--- src/rtl/ee201_numlock_pkg.sv ---
// Shared definitions for the number-lock pushbutton conditioner:
// debounce FSM state encoding and debounce-length defaults.
package ee201_numlock_pkg;

    typedef enum logic [1:0] {
        IDLE      = 2'b00,
        DEB_PRESS = 2'b01,
        HELD      = 2'b11,
        DEB_REL   = 2'b10
    } deb_state_e;

    // 10 ms at 50 MHz for hardware; a short count keeps simulation quick.
    localparam int unsigned DEBOUNCE_CYCLES_SYN = 500000;
    localparam int unsigned DEBOUNCE_CYCLES_SIM = 4;

    function automatic logic state_level(input deb_state_e s);
        return (s == HELD) || (s == DEB_REL);
    endfunction

    function automatic logic state_busy(input deb_state_e s);
        return (s == DEB_PRESS) || (s == DEB_REL);
    endfunction

endpackage

--- src/rtl/ee201_numlock_btn_cond_if.sv ---
// One conditioned pushbutton channel: raw input plus debounced level,
// press pulse and qualification-busy flag.
interface ee201_numlock_btn_cond_if;

    logic raw;
    logic level;
    logic sp;
    logic busy;

    modport master (
        output raw,
        input  level,
        input  sp,
        input  busy
    );

    modport slave (
        input  raw,
        output level,
        output sp,
        output busy
    );

endinterface

--- src/rtl/ee201_debouncer.sv ---
// Single pushbutton channel: 2-flop synchronizer feeding a 4-state debounce
// FSM whose level, press pulse and busy flag are all registered.
module ee201_debouncer
    import ee201_numlock_pkg::*;
#(
    parameter int unsigned DEBOUNCE_CYCLES = DEBOUNCE_CYCLES_SYN,
    parameter int unsigned CNT_W           = 20
) (
    input  logic                        clk,
    input  logic                        rst_n,
    ee201_numlock_btn_cond_if.slave     btn
);

    localparam logic [CNT_W-1:0] CNT_LAST = CNT_W'(DEBOUNCE_CYCLES - 1);
    localparam logic [CNT_W-1:0] CNT_ONE  = CNT_W'(1);

    logic             s1_q;
    logic             s2_q;
    deb_state_e       state_q;
    deb_state_e       state_d;
    logic [CNT_W-1:0] cnt_q;
    logic [CNT_W-1:0] cnt_d;
    logic             level_q;
    logic             sp_q;
    logic             sp_d;
    logic             busy_q;

    always_ff @(posedge clk or negedge rst_n) begin
        if (!rst_n) begin
            s1_q    <= 1'b0;
            s2_q    <= 1'b0;
            state_q <= IDLE;
            cnt_q   <= '0;
            level_q <= 1'b0;
            sp_q    <= 1'b0;
            busy_q  <= 1'b0;
        end else begin
            s1_q    <= btn.raw;
            s2_q    <= s1_q;
            state_q <= state_d;
            cnt_q   <= cnt_d;
            level_q <= state_level(state_d);
            sp_q    <= sp_d;
            busy_q  <= state_busy(state_d);
        end
    end

    // Any opposite-sense sample during qualification aborts and clears the count.
    always_comb begin
        state_d = state_q;
        cnt_d   = cnt_q;
        sp_d    = 1'b0;
        unique case (state_q)
            IDLE: begin
                if (s2_q) begin
                    state_d = DEB_PRESS;
                    cnt_d   = CNT_ONE;
                end else begin
                    cnt_d = '0;
                end
            end
            DEB_PRESS: begin
                if (!s2_q) begin
                    state_d = IDLE;
                    cnt_d   = '0;
                end else if (cnt_q == CNT_LAST) begin
                    state_d = HELD;
                    cnt_d   = '0;
                    sp_d    = 1'b1;
                end else begin
                    cnt_d = cnt_q + CNT_ONE;
                end
            end
            HELD: begin
                if (!s2_q) begin
                    state_d = DEB_REL;
                    cnt_d   = CNT_ONE;
                end else begin
                    cnt_d = '0;
                end
            end
            DEB_REL: begin
                if (s2_q) begin
                    state_d = HELD;
                    cnt_d   = '0;
                end else if (cnt_q == CNT_LAST) begin
                    state_d = IDLE;
                    cnt_d   = '0;
                end else begin
                    cnt_d = cnt_q + CNT_ONE;
                end
            end
            default: begin
                state_d = IDLE;
                cnt_d   = '0;
            end
        endcase
    end

    assign btn.level = level_q;
    assign btn.sp    = sp_q;
    assign btn.busy  = busy_q;

endmodule

--- src/rtl/ee201_numlock_btn_cond.sv ---
// Two-channel (U, Z) pushbutton conditioner in front of the number-lock FSM;
// wiring only, each channel is an independent ee201_debouncer.
module ee201_numlock_btn_cond
    import ee201_numlock_pkg::*;
#(
    parameter int unsigned DEBOUNCE_CYCLES = DEBOUNCE_CYCLES_SYN,
    parameter int unsigned CNT_W           = 20
) (
    input  logic clk,
    input  logic reset,
    input  logic U_raw,
    input  logic Z_raw,
    output logic U,
    output logic Z,
    output logic U_sp,
    output logic Z_sp,
    output logic U_busy,
    output logic Z_busy
);

    ee201_numlock_btn_cond_if u_btn ();
    ee201_numlock_btn_cond_if z_btn ();

    assign u_btn.raw = U_raw;
    assign z_btn.raw = Z_raw;

    ee201_debouncer #(
        .DEBOUNCE_CYCLES (DEBOUNCE_CYCLES),
        .CNT_W           (CNT_W)
    ) u_deb_u (
        .clk   (clk),
        .rst_n (reset),
        .btn   (u_btn)
    );

    ee201_debouncer #(
        .DEBOUNCE_CYCLES (DEBOUNCE_CYCLES),
        .CNT_W           (CNT_W)
    ) u_deb_z (
        .clk   (clk),
        .rst_n (reset),
        .btn   (z_btn)
    );

    assign U      = u_btn.level;
    assign U_sp   = u_btn.sp;
    assign U_busy = u_btn.busy;
    assign Z      = z_btn.level;
    assign Z_sp   = z_btn.sp;
    assign Z_busy = z_btn.busy;

endmodule

--- config.mk ---
export PLATFORM = sky130hd
export DESIGN_NAME = ee201_numlock_btn_cond
export DESIGN_NICKNAME = d
export VERILOG_FILES = /design/src/rtl/ee201_numlock_pkg.sv /design/src/rtl/ee201_numlock_btn_cond_if.sv /design/src/rtl/ee201_debouncer.sv /design/src/rtl/ee201_numlock_btn_cond.sv
export SDC_FILE = /design/constraint.sdc
export NUM_CORES = 1
export LEC_CHECK = 0
export ABC_CLOCK_PERIOD_IN_PS = 1700
export CORE_MARGIN = 8
export CORE_UTILIZATION = 57
export CTS_BUF_LIST = sky130_fd_sc_hd__clkbuf_4
export DETAILED_ROUTE_END_ITERATION = 8
export GPL_ROUTABILITY_DRIVEN = 1
export PLACE_DENSITY = 0.84
export SLEW_MARGIN = 20
export SYNTH_ARGS = -nofsm -noshare
export SYNTH_HDL_FRONTEND = slang
export SYNTH_HIERARCHICAL = 1
export SYNTH_SLANG_ARGS = --single-unit
--- constraint.sdc ---
create_clock -name clk -period 1.7 [get_ports clk]
set_input_delay 0.425 -clock clk [delete_from_list [all_inputs] [get_ports clk]]
set_output_delay 0.425 -clock clk [all_outputs]
set_load 0.02 [all_outputs]
==> flow_metrics.tcl <==
set metrics [dict create \
    gp_congestion 0.899 \
    fin_area_um2 3110 \
    grt_pass1_wl_mm 8.99 \
    ant_nets 0 \
    place_area_um2 2910 \
    crit_fanout 18 \
    ys_ff_latch 52 \
    finalCritPeriodShare_pct 99.4 \
    p_int_mw 1.60 \
    finalHoldViolCount 0 \
    period_needed_ns 1.69 \
    required_ns 1.96 \
    criticalPathCategory "flip-flop to flip-flop" \
    gr-usage-all-layers_pct 15.5 \
    met3_length_um 280 \
    multi_input_area_um2 1310 \
    n_fill_cell 314 \
    ys.flop_type "dfrtp_1" \
    rsz0062_at_grt "yes" \
    rows 24 \
    ir_drop_mv 0.617 \
    syn_to_final_growth_pct 20.1 \
    synthesis.nets 268 \
    syn_area_um2 2590 \
    holdPathEnd "u_deb_u/s2_q$_DFF_PN0_" \
    max_freq_mhz 592 \
    met1_length_mm 2.45 \
    die_area_um2 6960 \
    cts_num_sinks 52 \
    cts_max_path_buffers 2 \
    holdWs_ns 0.374 \
    reg2reg_from "u_deb_z/cnt_q[8]$_DFF_PN0_" \
    root_buffer "clkbuf_4" \
    clock-skew-final_ns 0.0200 \
    maxCapViolCount 0 \
    hold_class "flip-flop to flip-flop" \
    start_util_pct 59.1 \
    final_util_pct 71.0 \
    antenna_found_initial 0 \
    hold_depth 0 \
    r2r_cells 6 \
    ios 10 \
    dp_slack_ns -0.0277 \
    fin_nets 305 \
    yosysWarnings 6 \
    arrival_ns 1.95 \
    place_hpwl_mm 3.82 \
    setup_violations 0 \
    vias 2089 \
    rrSetupSlack_ns 0.01 \
    htreeDepth 2 \
    numCtsBuffers 5 \
    min_from "u_deb_u/s1_q$_DFF_PN0_" \
    path_clk_slew_ns 0.15 \
    p_leak_nw 1.25 \
    outcome "complete, no violations" \
    swShare_pct 23.1 \
    timing.rr.end "u_deb_z/cnt_q[2]$_DFF_PN0_" \
    cts_tree "built" \
    die_y_um 83.4 \
    combPwrFrac_pct 5.0 \
    met2_length_mm 2.70 \
    grt_pass1_vias 1950 \
    synthTopCellsByArea "dfrtp_1 (50%), xnor2_1 (8.8%), nor2_1 (5.5%), nand3_1 (3.1%), nand4_1 (2.9%)" \
    clock_latency_ns 0.39 \
    worst_slack_ns 0.0102 \
    tightest_slew_ns 0.430 \
    pwr-share-seq_pct 61.1 \
    syn_area_per_cell_um2 9.89 \
    power_frac_clock_pct 33.9 \
    routed_via_density 5.93 \
    async_flop_share_pct 100 \
    synth-edff-count 0 \
    ff_latch_area_um2 1310 \
    cp-start-kind "flip-flop" \
    drive_gt1_share_pct 22.3 \
    switching_power_mw 0.480 \
    slew_headroom_pct 71.1 \
    port_buffers 9 \
    yosysTopAreaCellShare_pct 50.2 \
    highest_layer "met4" \
    drv_slew 0 \
    drt-pass1-iter-count 4 \
    yosysSeqAreaShare_pct 50.2 \
    wl_per_cell_um 15.8 \
    drc 0 \
    grt_max_degree 53 \
    setup_tns_ns 0 \
    die_w_um 83.4 \
    drt-initial-drc-count 231 \
    antenna_cells 0 \
    coreArea_um2 4380 \
    yosysUniqueCellTypes 34 \
    routed_wl_mm 5.56 \
    p_per_area_nw_per_um2 669 \
    overflow 0 \
    synth_area_leader_cell "dfrtp_1" \
    synth_cells 262 \
    crit_path_end_kind "flip-flop" \
]
cells by family (layout without fill, tap and decap cells):
family / Yosys count / in the layout / synth area share [%]
mux: 4 / 4 / 1.64
flops: 52 / 52 / 50.2
buf+inv: 16 / 54 / 2.51
compound gates: 22 / 22 / 5.60
simple gates: 134 / 134 / 28.3
xor+xnor: 32 / 32 / 10.8
fa+ha+maj: 2 / 2 / 0.965
sequential cells by signal (all words and copies together), names as in the netlist:
register,count
u_deb_u/btn.busy,1
u_deb_u/s1_q,1
u_deb_u/btn.sp,1
u_deb_u/s2_q,1
u_deb_z/btn.level,1
u_deb_u/cnt_q,20
u_deb_z/state_q,1
u_deb_u/btn.level,1
u_deb_z/cnt_q,20
u_deb_z/s2_q,1
u_deb_z/s1_q,1
u_deb_z/btn.sp,1
u_deb_u/state_q,1
u_deb_z/btn.busy,1
layout make-up:
class | count | share of cell area, %
Multi-Input combinational cell | 194 | 42.2
Tap cell | 52 | 2.09
Timing Repair Buffer | 36 | 9.89
Clock inverter | 3 | 1.37
Inverter | 10 | 1.21
Clock buffer | 5 | 1.21
Sequential cell | 52 | 42.0
synthesized netlist by cell type, types with 6 or more instances:
cell type / number
dfrtp_1: 52
nor2_1: 38
xnor2_1: 26
nand2_1: 18
nand3_1: 16
nand4_1: 12
inv_1: 10
nor3_1: 10
nor4_1: 8
a21oi_1: 6
and3_1: 6
xor2_1: 6
stage by stage:
step / cells / power [mW]
global placement: 339 / 1.38
CTS: 349 / 2.08
detailed placement: 339 / 1.39
global route: 352 / 2.15
finish: 352 / 2.08
floorplan: 262 / 1.33
timing repair:
action | in CTS | in global routing
pin swaps | 0 | 5
hold buffers | 0 | 1
endpoints found under the setup margin | 17 | 41
hold endpoints to repair | 0 | 3
buffers inserted | 2 | 2
resized for setup | 11 | 21
placed cells by master (no fill, tap or decap), types with 3 or more instances in the layout:
cell type	Yosys	routed
clkbuf_4	0	5
buf_4	0	24
nand2_1	18	18
xnor2_1	26	26
nand4_1	12	12
a21oi_1	6	4
xor2_1	6	6
a21o_1	4	4
inv_1	10	10
nor4_1	8	8
dfrtp_2	0	6
and3_1	6	6
nand2b_1	4	4
o21ai_0	4	4
nor2_1	38	38
dfrtp_1	52	46
nand3_1	16	13
dlygate4sd2_1	0	6
nor3_1	10	9
nand3_2	0	3
worst max-delay path, cell delays in order, from the launching register on:
cell	delay, ns
dfrtp_1	0.45
buf_4	0.15
nor4b_1	0.28
nand3_1	0.22
o21ai_2	0.22
buf_12	0.17
nor2_1	0.07
routing by layer:
layer,track usage (%),up-vias
met5,0,-
met4,6.12,0
met3,3.42,18
met2,24.2,61
met1,20.2,1019
li1,-,991
power by group through the flow:
stage                     clock network (mW)  logic, mW  registers, mW
after floorplan                            0     0.0376           1.29
after global placement                     0     0.0937           1.29
after detailed placement                   0     0.0973           1.29
after CTS                              0.710     0.0989           1.27
after global routing                   0.764      0.118           1.27
final                                  0.706      0.104           1.27
how the worst max path moves through the flow:
stage,startpoint,to,cells after the start
floorplan,u_deb_u/cnt_q[7]$_DFF_PN0_,u_deb_u/cnt_q[18]$_DFF_PN0_,4
global placement,u_deb_z/cnt_q[11]$_DFF_PN0_,u_deb_z/cnt_q[18]$_DFF_PN0_,4
detailed placement,u_deb_z/cnt_q[0]$_DFF_PN0_,u_deb_z/cnt_q[18]$_DFF_PN0_,5
CTS,u_deb_z/cnt_q[10]$_DFF_PN0_,u_deb_z/cnt_q[18]$_DFF_PN0_,4
global route,u_deb_z/cnt_q[8]$_DFF_PN0_,u_deb_z/cnt_q[18]$_DFF_PN0_,4
finish,u_deb_z/cnt_q[8]$_DFF_PN0_,u_deb_z/cnt_q[2]$_DFF_PN0_,6
(Power assumes the default switching activity.)
